File: src/rtl/oled_spi_arb.sv
// Two-requester arbiter in front of an OLED SPI byte writer, with lock bursts and WAIT timeout.
// Define OLED_ARB_RR_EN for round-robin contention; default build is fixed priority A over B.
module oled_spi_arb #(
   parameter int unsigned TIMEOUT_CYC = 4095
) (
   input  logic       clk,
   input  logic       rst_n,
   input  logic       req_a,
   input  logic       req_b,
   input  logic       dc_a,
   input  logic       dc_b,
   input  logic [7:0] data_a,
   input  logic [7:0] data_b,
   input  logic       lock_a,
   input  logic       lock_b,
   output logic       grant_a,
   output logic       grant_b,
   output logic       ack_a,
   output logic       ack_b,
   output logic       spi_ena,
   output logic       spi_dc,
   output logic [7:0] spi_data,
   input  logic       spi_done,
   output logic       timeout_err
);

   localparam int unsigned CntW =
      ($clog2(TIMEOUT_CYC + 1) > 12) ? $clog2(TIMEOUT_CYC + 1) : 12;

   typedef enum logic [1:0] {StIdle, StIssue, StWait, StLock} state_e;

   state_e          state_q, state_d;
   logic            grant_a_q, grant_a_d, grant_b_q, grant_b_d;
   logic            ack_a_q, ack_a_d, ack_b_q, ack_b_d;
   logic            ena_q, ena_d, dc_q, dc_d, err_q, err_d;
   logic [7:0]      data_q, data_d;
   logic [CntW-1:0] cnt_q, cnt_d;

   logic       own_b, own_req, own_lock, own_dc;
   logic [7:0] own_data;
   logic       any_req, win_b, to_hit;

   // The granted requester is the owner; grant_b_q alone identifies it.
   assign own_b    = grant_b_q;
   assign own_req  = own_b ? req_b : req_a;
   assign own_lock = own_b ? lock_b : lock_a;
   assign own_dc   = own_b ? dc_b : dc_a;
   assign own_data = own_b ? data_b : data_a;
   assign any_req  = req_a | req_b;
   assign to_hit   = (cnt_q + CntW'(1)) == CntW'(TIMEOUT_CYC);

`ifdef OLED_ARB_RR_EN
   logic last_b_q, last_b_d;
   assign win_b = req_b & (~req_a | ~last_b_q);
`else
   assign win_b = req_b & ~req_a;
`endif

   always_ff @(posedge clk) begin
      if (!rst_n) begin
         state_q   <= StIdle;
         grant_a_q <= 1'b0;
         grant_b_q <= 1'b0;
         ack_a_q   <= 1'b0;
         ack_b_q   <= 1'b0;
         ena_q     <= 1'b0;
         dc_q      <= 1'b1;
         data_q    <= 8'h00;
         err_q     <= 1'b0;
         cnt_q     <= '0;
`ifdef OLED_ARB_RR_EN
         last_b_q  <= 1'b1;
`endif
      end else begin
         state_q   <= state_d;
         grant_a_q <= grant_a_d;
         grant_b_q <= grant_b_d;
         ack_a_q   <= ack_a_d;
         ack_b_q   <= ack_b_d;
         ena_q     <= ena_d;
         dc_q      <= dc_d;
         data_q    <= data_d;
         err_q     <= err_d;
         cnt_q     <= cnt_d;
`ifdef OLED_ARB_RR_EN
         last_b_q  <= last_b_d;
`endif
      end
   end

   always_comb begin
      state_d = state_q;
      case (state_q)
         StIdle:  if (any_req) state_d = StIssue;
         StIssue: state_d = StWait;
         StWait: begin
            if (spi_done)    state_d = own_lock ? StLock : StIdle;
            else if (to_hit) state_d = StIdle;
         end
         StLock: begin
            if (own_req)        state_d = StIssue;
            else if (!own_lock) state_d = StIdle;
         end
         default: state_d = StIdle;
      endcase
   end

   always_comb begin
      grant_a_d = grant_a_q;
      grant_b_d = grant_b_q;
      ack_a_d   = 1'b0;
      ack_b_d   = 1'b0;
      ena_d     = 1'b0;
      dc_d      = dc_q;
      data_d    = data_q;
      err_d     = err_q;
      cnt_d     = cnt_q;
`ifdef OLED_ARB_RR_EN
      last_b_d  = last_b_q;
`endif
      case (state_q)
         StIdle: begin
            grant_a_d = any_req & ~win_b;
            grant_b_d = win_b;
            if (any_req) begin
               ena_d  = 1'b1;
               dc_d   = win_b ? dc_b : dc_a;
               data_d = win_b ? data_b : data_a;
`ifdef OLED_ARB_RR_EN
               last_b_d = win_b;
`endif
            end
         end
         StIssue: cnt_d = '0;
         StWait: begin
            cnt_d = cnt_q + CntW'(1);
            // A done on the timeout edge wins: it is a normal completion.
            if (spi_done || to_hit) begin
               ack_a_d = ~own_b;
               ack_b_d = own_b;
               if (!spi_done) err_d = 1'b1;
            end
         end
         StLock: begin
            if (own_req) begin
               ena_d  = 1'b1;
               dc_d   = own_dc;
               data_d = own_data;
            end else if (!own_lock) begin
               grant_a_d = 1'b0;
               grant_b_d = 1'b0;
            end
         end
         default: ;
      endcase
   end

   assign grant_a     = grant_a_q;
   assign grant_b     = grant_b_q;
   assign ack_a       = ack_a_q;
   assign ack_b       = ack_b_q;
   assign spi_ena     = ena_q;
   assign spi_dc      = dc_q;
   assign spi_data    = data_q;
   assign timeout_err = err_q;

endmodule

File: config.mk
export PLATFORM = sky130hd
export DESIGN_NAME = oled_spi_arb
export DESIGN_NICKNAME = d
export VERILOG_FILES = /design/src/rtl/oled_spi_arb.sv
export SDC_FILE = /design/constraint.sdc
export NUM_CORES = 1
export LEC_CHECK = 0
export ABC_AREA = 0
export BUFFER_PORTS_ARGS = -buffer_cell sky130_fd_sc_hd__buf_2
export CORE_UTILIZATION = 53
export CTS_CLUSTER_DIAMETER = 80
export DETAILED_ROUTE_END_ITERATION = 7
export PLACE_DENSITY = 0.82
export SYNTH_ARGS = -nofsm -noshare
export SYNTH_HDL_FRONTEND = slang
export SYNTH_SLANG_ARGS = --single-unit
File: constraint.sdc
create_clock -name clk -period 2.6 [get_ports clk]
set_input_delay 0.13 -clock clk [delete_from_list [all_inputs] [get_ports clk]]
set_output_delay 0.13 -clock clk [all_outputs]
set_load 0.01 [all_outputs]
; Yosys cells after proc, flatten, opt, wreduce, memory -nomap -nowiden
; Index checks and enable logic that the tools add are counted.
[word_totals]
regBits = 29
input_bits = 25
output_inout_bits = 15
elab_cells = 64
[op_classes]
add_sub_neg = 1
eq_ne = 10
mux = 27
bitwise = 7
n_reduce_logical = 9
[op_table]
columns = cell, count
row1 = $mux 8, 4
row2 = $pmux 12 s2, 1
row3 = $pmux 8 s2, 1
row4 = $reduce_and 3->1, 5
row5 = $add 12x1->12 const B, 1
row6 = $eq 12x12->1 const B, 1
row7 = $mux 2, 6
row8 = $mux 1, 10
row9 = $ne 2x2->1 const B, 4
row10 = $pmux 1 s2, 4
row11 = $pmux 2 s4, 1
row12 = $ne 3x3->1 const B, 2
row13 = $eq 2x2->1 const B, 2
row14 = $not 1->1, 4
row15 = $reduce_bool 2->1, 2
row16 = $and 1x1->1, 2
row17 = $eq 2x1->1 const B, 1
row18 = $logic_not 2->1, 1
row19 = $logic_or 1x1->1, 1
row20 = $or 1x1->1, 1

; Depth between registers and ports, before layout
[depth]
ltp_word = 5
ltp_mapped = 9
ltp_nobuf = 7

; Worst setup path after synthesis
; Ideal clock, no wire load.
[synth_path]
path_type = flip-flop to flip-flop
startpoint = register cnt_q[1]
endpoint = register state_q[0]
setup_time_ps = 119
arrival_ps = 1935
t_required_ps = 2481
setup_slack_ps = 546
path_stages_with_launch = 9
path_buffers = 1
synth_period_minus_slack_ps = 2054
path_cell_list = dfxtp_1 -> ha_1 -> clkbuf_1 -> nand2_1 -> or4_1 -> nand3_1 -> o2111ai_2 -> and2_1 -> o221a_1
[synth_between]
elab_chain_len = 4
[synth_lines]
columns = item, line_no
row1 = start: declaration, 37  ; logic [CntW-1:0] cnt_q, cnt_d;
row2 = start signal: assignment, 84  ; cnt_q <= cnt_d;
row3 = $add 12x1->12, 50  ; assign to_hit = (cnt_q + CntW'(1)) == CntW'(TIMEOUT_CYC);
row4 = $eq 12x12->1, 50
row5 = $ne 3x3->1 (no line), -
row6 = $reduce_and 3->1 (no line), -
row7 = end signal: assignment, 61  ; state_q <= StIdle;
row8 = end signal: assignment, 75  ; state_q <= state_d;
row9 = end: declaration, 32  ; state_e state_q, state_d;
; Every way passes these cells.
; A chain may end at the register's enable or synchronous reset.

; Worst setup path after layout
; Same ends and word-level chain as after synthesis.

==> flow_metrics.env <==
export IMPL_cts_tree="done"
export IMPL_setup_viol_count_final=0
export IMPL_slew_viol_final=0
export IMPL_cts_resized=0
export IMPL_fmax_ghz=0.460
export IMPL_crit_path_end_kind="flop"
export IMPL_overflow=0
export IMPL_gp_congestion=0.824
export IMPL_synth_flop_cell="dfxtp_1"
export IMPL_grt_util_all_layers_pct=22.4
export IMPL_synth_cells=215
export IMPL_vias=1626
export IMPL_max_cap_viol_count=0
export IMPL_wl_met1_um=1700
export IMPL_cts_buffer_depth=2
export IMPL_drive_gt1_share_pct=21.2
export IMPL_grt_pass1_wl_um=5940
export IMPL_crit_fanout=10
export IMPL_wl_per_cell_um=12.2
export IMPL_pin_count=40
export IMPL_die_area_um2=3530
export IMPL_r2r_start="cnt_q[1]$_SDFFE_PN0P_"
export IMPL_drt_iter0_markers=88
export IMPL_hold_depth=3
export IMPL_worstSetupPathType="flop to flop"
export IMPL_r2r_setup_slack_ns=0.42
export IMPL_syn_nets=246
export IMPL_start_util_pct=56.7
export IMPL_drt_pre_antenna_iters=4
export IMPL_seq_area_frac_synth_pct=33.3
export IMPL_cts_made_buffers=5
export IMPL_drc=0
export IMPL_skew_ns=0.0114
export IMPL_syn_avg_cell_area_um2=8.12
export IMPL_place_area_um2=1940
export IMPL_timing_rr_end="state_q[0]$_SDFFE_PN0P_"
export IMPL_ys_warn_count=0
export IMPL_p_per_area_nw_per_um2=573
export IMPL_power_switching_w=0.000403
export IMPL_grt_max_degree=30
export IMPL_final_cell_area_um2=2000
export IMPL_die_height_um=59.4
export IMPL_crit_arrival_ns=2.40
export IMPL_totalWireLength_um=3590
export IMPL_clk_pin_slew_ns=0.10
export IMPL_clk_latency_ns=0.33
export IMPL_comb_power_share_pct=30.9
export IMPL_hold_viol=0
export IMPL_p_int_w=0.000743
export IMPL_max_slew_margin_pct=66.5
export IMPL_min_period_over_period_pct=83.7
export IMPL_layout_common_cells="buf_2 (39), nand2_1 (38), dfxtp_1 (29)"
export IMPL_htree_levels=2
export IMPL_final_common_cell="buf_2"
export IMPL_slowest_delay_ns=0.51
export IMPL_synth_async_reset_ratio_pct=0
export IMPL_cts_setup_buffers=0
export IMPL_antenna_found_initial=0
export IMPL_p_clk_share_pct=23.4
export IMPL_cp_required_ns=2.83
export IMPL_root_buffer="clkbuf_4"
export IMPL_critical_path_startpoint_type="flop"
export IMPL_wl_met2_um=1590
export IMPL_ir_drop_uv=383
export IMPL_core_area_um2=3080
export IMPL_ant_nets=0
export IMPL_switching_share_pct=35.2
export IMPL_cts_hold_buf=0
export IMPL_hp_class="input port to flop"
export IMPL_clock_sinks=29
export IMPL_status="finished, final reports clean"
export IMPL_hold_end="grant_a$_SDFFE_PN0P_"
export IMPL_finalCriticalPeriod_ns=2.18
export IMPL_row_count=20
export IMPL_wl_met3_um=244
export IMPL_tns_ns=0
export IMPL_io_buffers=39
export IMPL_crit_chain="ha_1 -> nand2_1 -> or4_1 -> nand3_1 -> o2111ai_2 -> and2_1 -> o221a_1"
export IMPL_share_seq_of_total_power_pct=45.7
export IMPL_diodes=0
export IMPL_synth_enable_flop_cells=0
export IMPL_nets=280
export IMPL_total_leakage_power_nw=0.832
export IMPL_tightest_slew_ns=0.503
export IMPL_r2r_cells=7
export IMPL_place_hpwl_um=2650
export IMPL_hold_path_startpoint="req_a"
export IMPL_highest_signal_layer="met4"
export IMPL_die_w_um=59.4
export IMPL_syn_to_final_growth_pct=14.6
export IMPL_vias_per_cell=5.53
export IMPL_rsz0062_at_grt="no"
export IMPL_ys_ff_latch=29
export IMPL_synth_cell_type_count=44
export IMPL_crit_slowest_cell="dfxtp_1"
export IMPL_syn_cell_area_um2=1750
export IMPL_grt_pass1_vias=1422
-- layer usage --
metal / track usage, % / vias to the layer above
li1: - / 836
met1: 28.1 / 723
met2: 34.5 / 57
met3: 7.42 / 10
met4: 10.9 / 0
met5: 0 / -
-- flip-flops by register name, summed over array words and instances, names as in the netlist --
signal,count
spi_ena,1
cnt_q,12
ack_a,1
spi_dc,1
ack_b,1
spi_data,8
timeout_err,1
grant_a,1
state_q,2
grant_b,1
-- metrics by stage --
| stage | hold WS (ns) | util [%] | power [W] | worst slack [ns] | instances |
|---|---|---|---|---|---|
| finish | 0.106 | 65.0 | 0.00115 | 0.424 | 294 |
| global route | 0.113 | 65.0 | 0.00123 | 0.310 | 294 |
| CTS | 0.0846 | 65.0 | 0.00116 | 0.424 | 294 |
| detailed placement | 0.454 | 63.2 | 0.000888 | 0.446 | 286 |
| global placement | 0.453 | 63.2 | 0.000876 | 0.535 | 286 |
| floorplan | 0.304 | - | 0.000775 | 0.546 | 215 |
-- worst max-delay path, delay by kind of cell (launching register included) --
family,cells,cell delay [ns]
fa+ha+maj,1,0.41
simple gates,4,0.78
flops,1,0.51
compound gates,2,0.38
-- kinds of logic after synthesis --
family / after synthesis / synth area share, %
muxes: 12 / 6.88
and+or+nand+nor: 99 / 30.2
adders and majority gates: 6 / 4.30
DFF: 29 / 33.3
xor gates and xnor gates: 2 / 1.00
buffers and inverters: 18 / 4.44
AOI/OAI and AO/OA: 49 / 19.9
-- synth_stat cells, drive strengths merged (3+ instances only) --
library cell	n	area share [%]
o22ai	3	1.1
o211a	8	4.6
nor2b	11	3.9
a21boi	3	1.3
ha	6	4.3
nand3	10	2.9
a21oi	13	3.7
inv	5	1.1
dfxtp	29	33
and2	3	1.1
nand3b	3	1.3
nand2	38	8.2
clkbuf	8	1.7
nor2	3	0.65
nand2b	4	1.4
o21ai	9	2.6
mux2i	12	6.9
nor3b	3	1.6
nand4	3	1.1
nor3	11	3.4
buf	5	1.6
o21a	3	1.3
-- final cells by class --
cell class,instances,area (um^2)
multi-input combinational,168,1090
fill,285,1080
sequential,29,581
timing repair buffer,40,203
tap,44,55.1
clock buffer,5,37.5
inverter,5,18.8
clock inverter,3,17.5
-- power groups by stage --
stage               sequential (W)  clock, W  combinational (W)
CTS                       0.000524  0.000281           0.000357
finish                    0.000523  0.000269           0.000354
floorplan                 0.000548         0           0.000227
global placement          0.000532         0           0.000344
global route              0.000530  0.000304           0.000396
detailed placement        0.000533         0           0.000355
-- worst max-delay path by stage --
stage	startpoint	to	slack (ns)	cells past startpoint
2_1_floorplan	cnt_q[1]$_SDFFE_PN0P_	state_q[0]$_SDFFE_PN0P_	0.55	8
3_3_place_gp	cnt_q[1]$_SDFFE_PN0P_	state_q[0]$_SDFFE_PN0P_	0.53	7
3_5_place_dp	cnt_q[1]$_SDFFE_PN0P_	state_q[0]$_SDFFE_PN0P_	0.45	7
4_1_cts	cnt_q[1]$_SDFFE_PN0P_	state_q[0]$_SDFFE_PN0P_	0.42	7
5_1_grt	cnt_q[1]$_SDFFE_PN0P_	state_q[0]$_SDFFE_PN0P_	0.31	7
6_report	cnt_q[1]$_SDFFE_PN0P_	state_q[0]$_SDFFE_PN0P_	0.42	7
No activity file was read; power rests on OpenSTA's default activity.
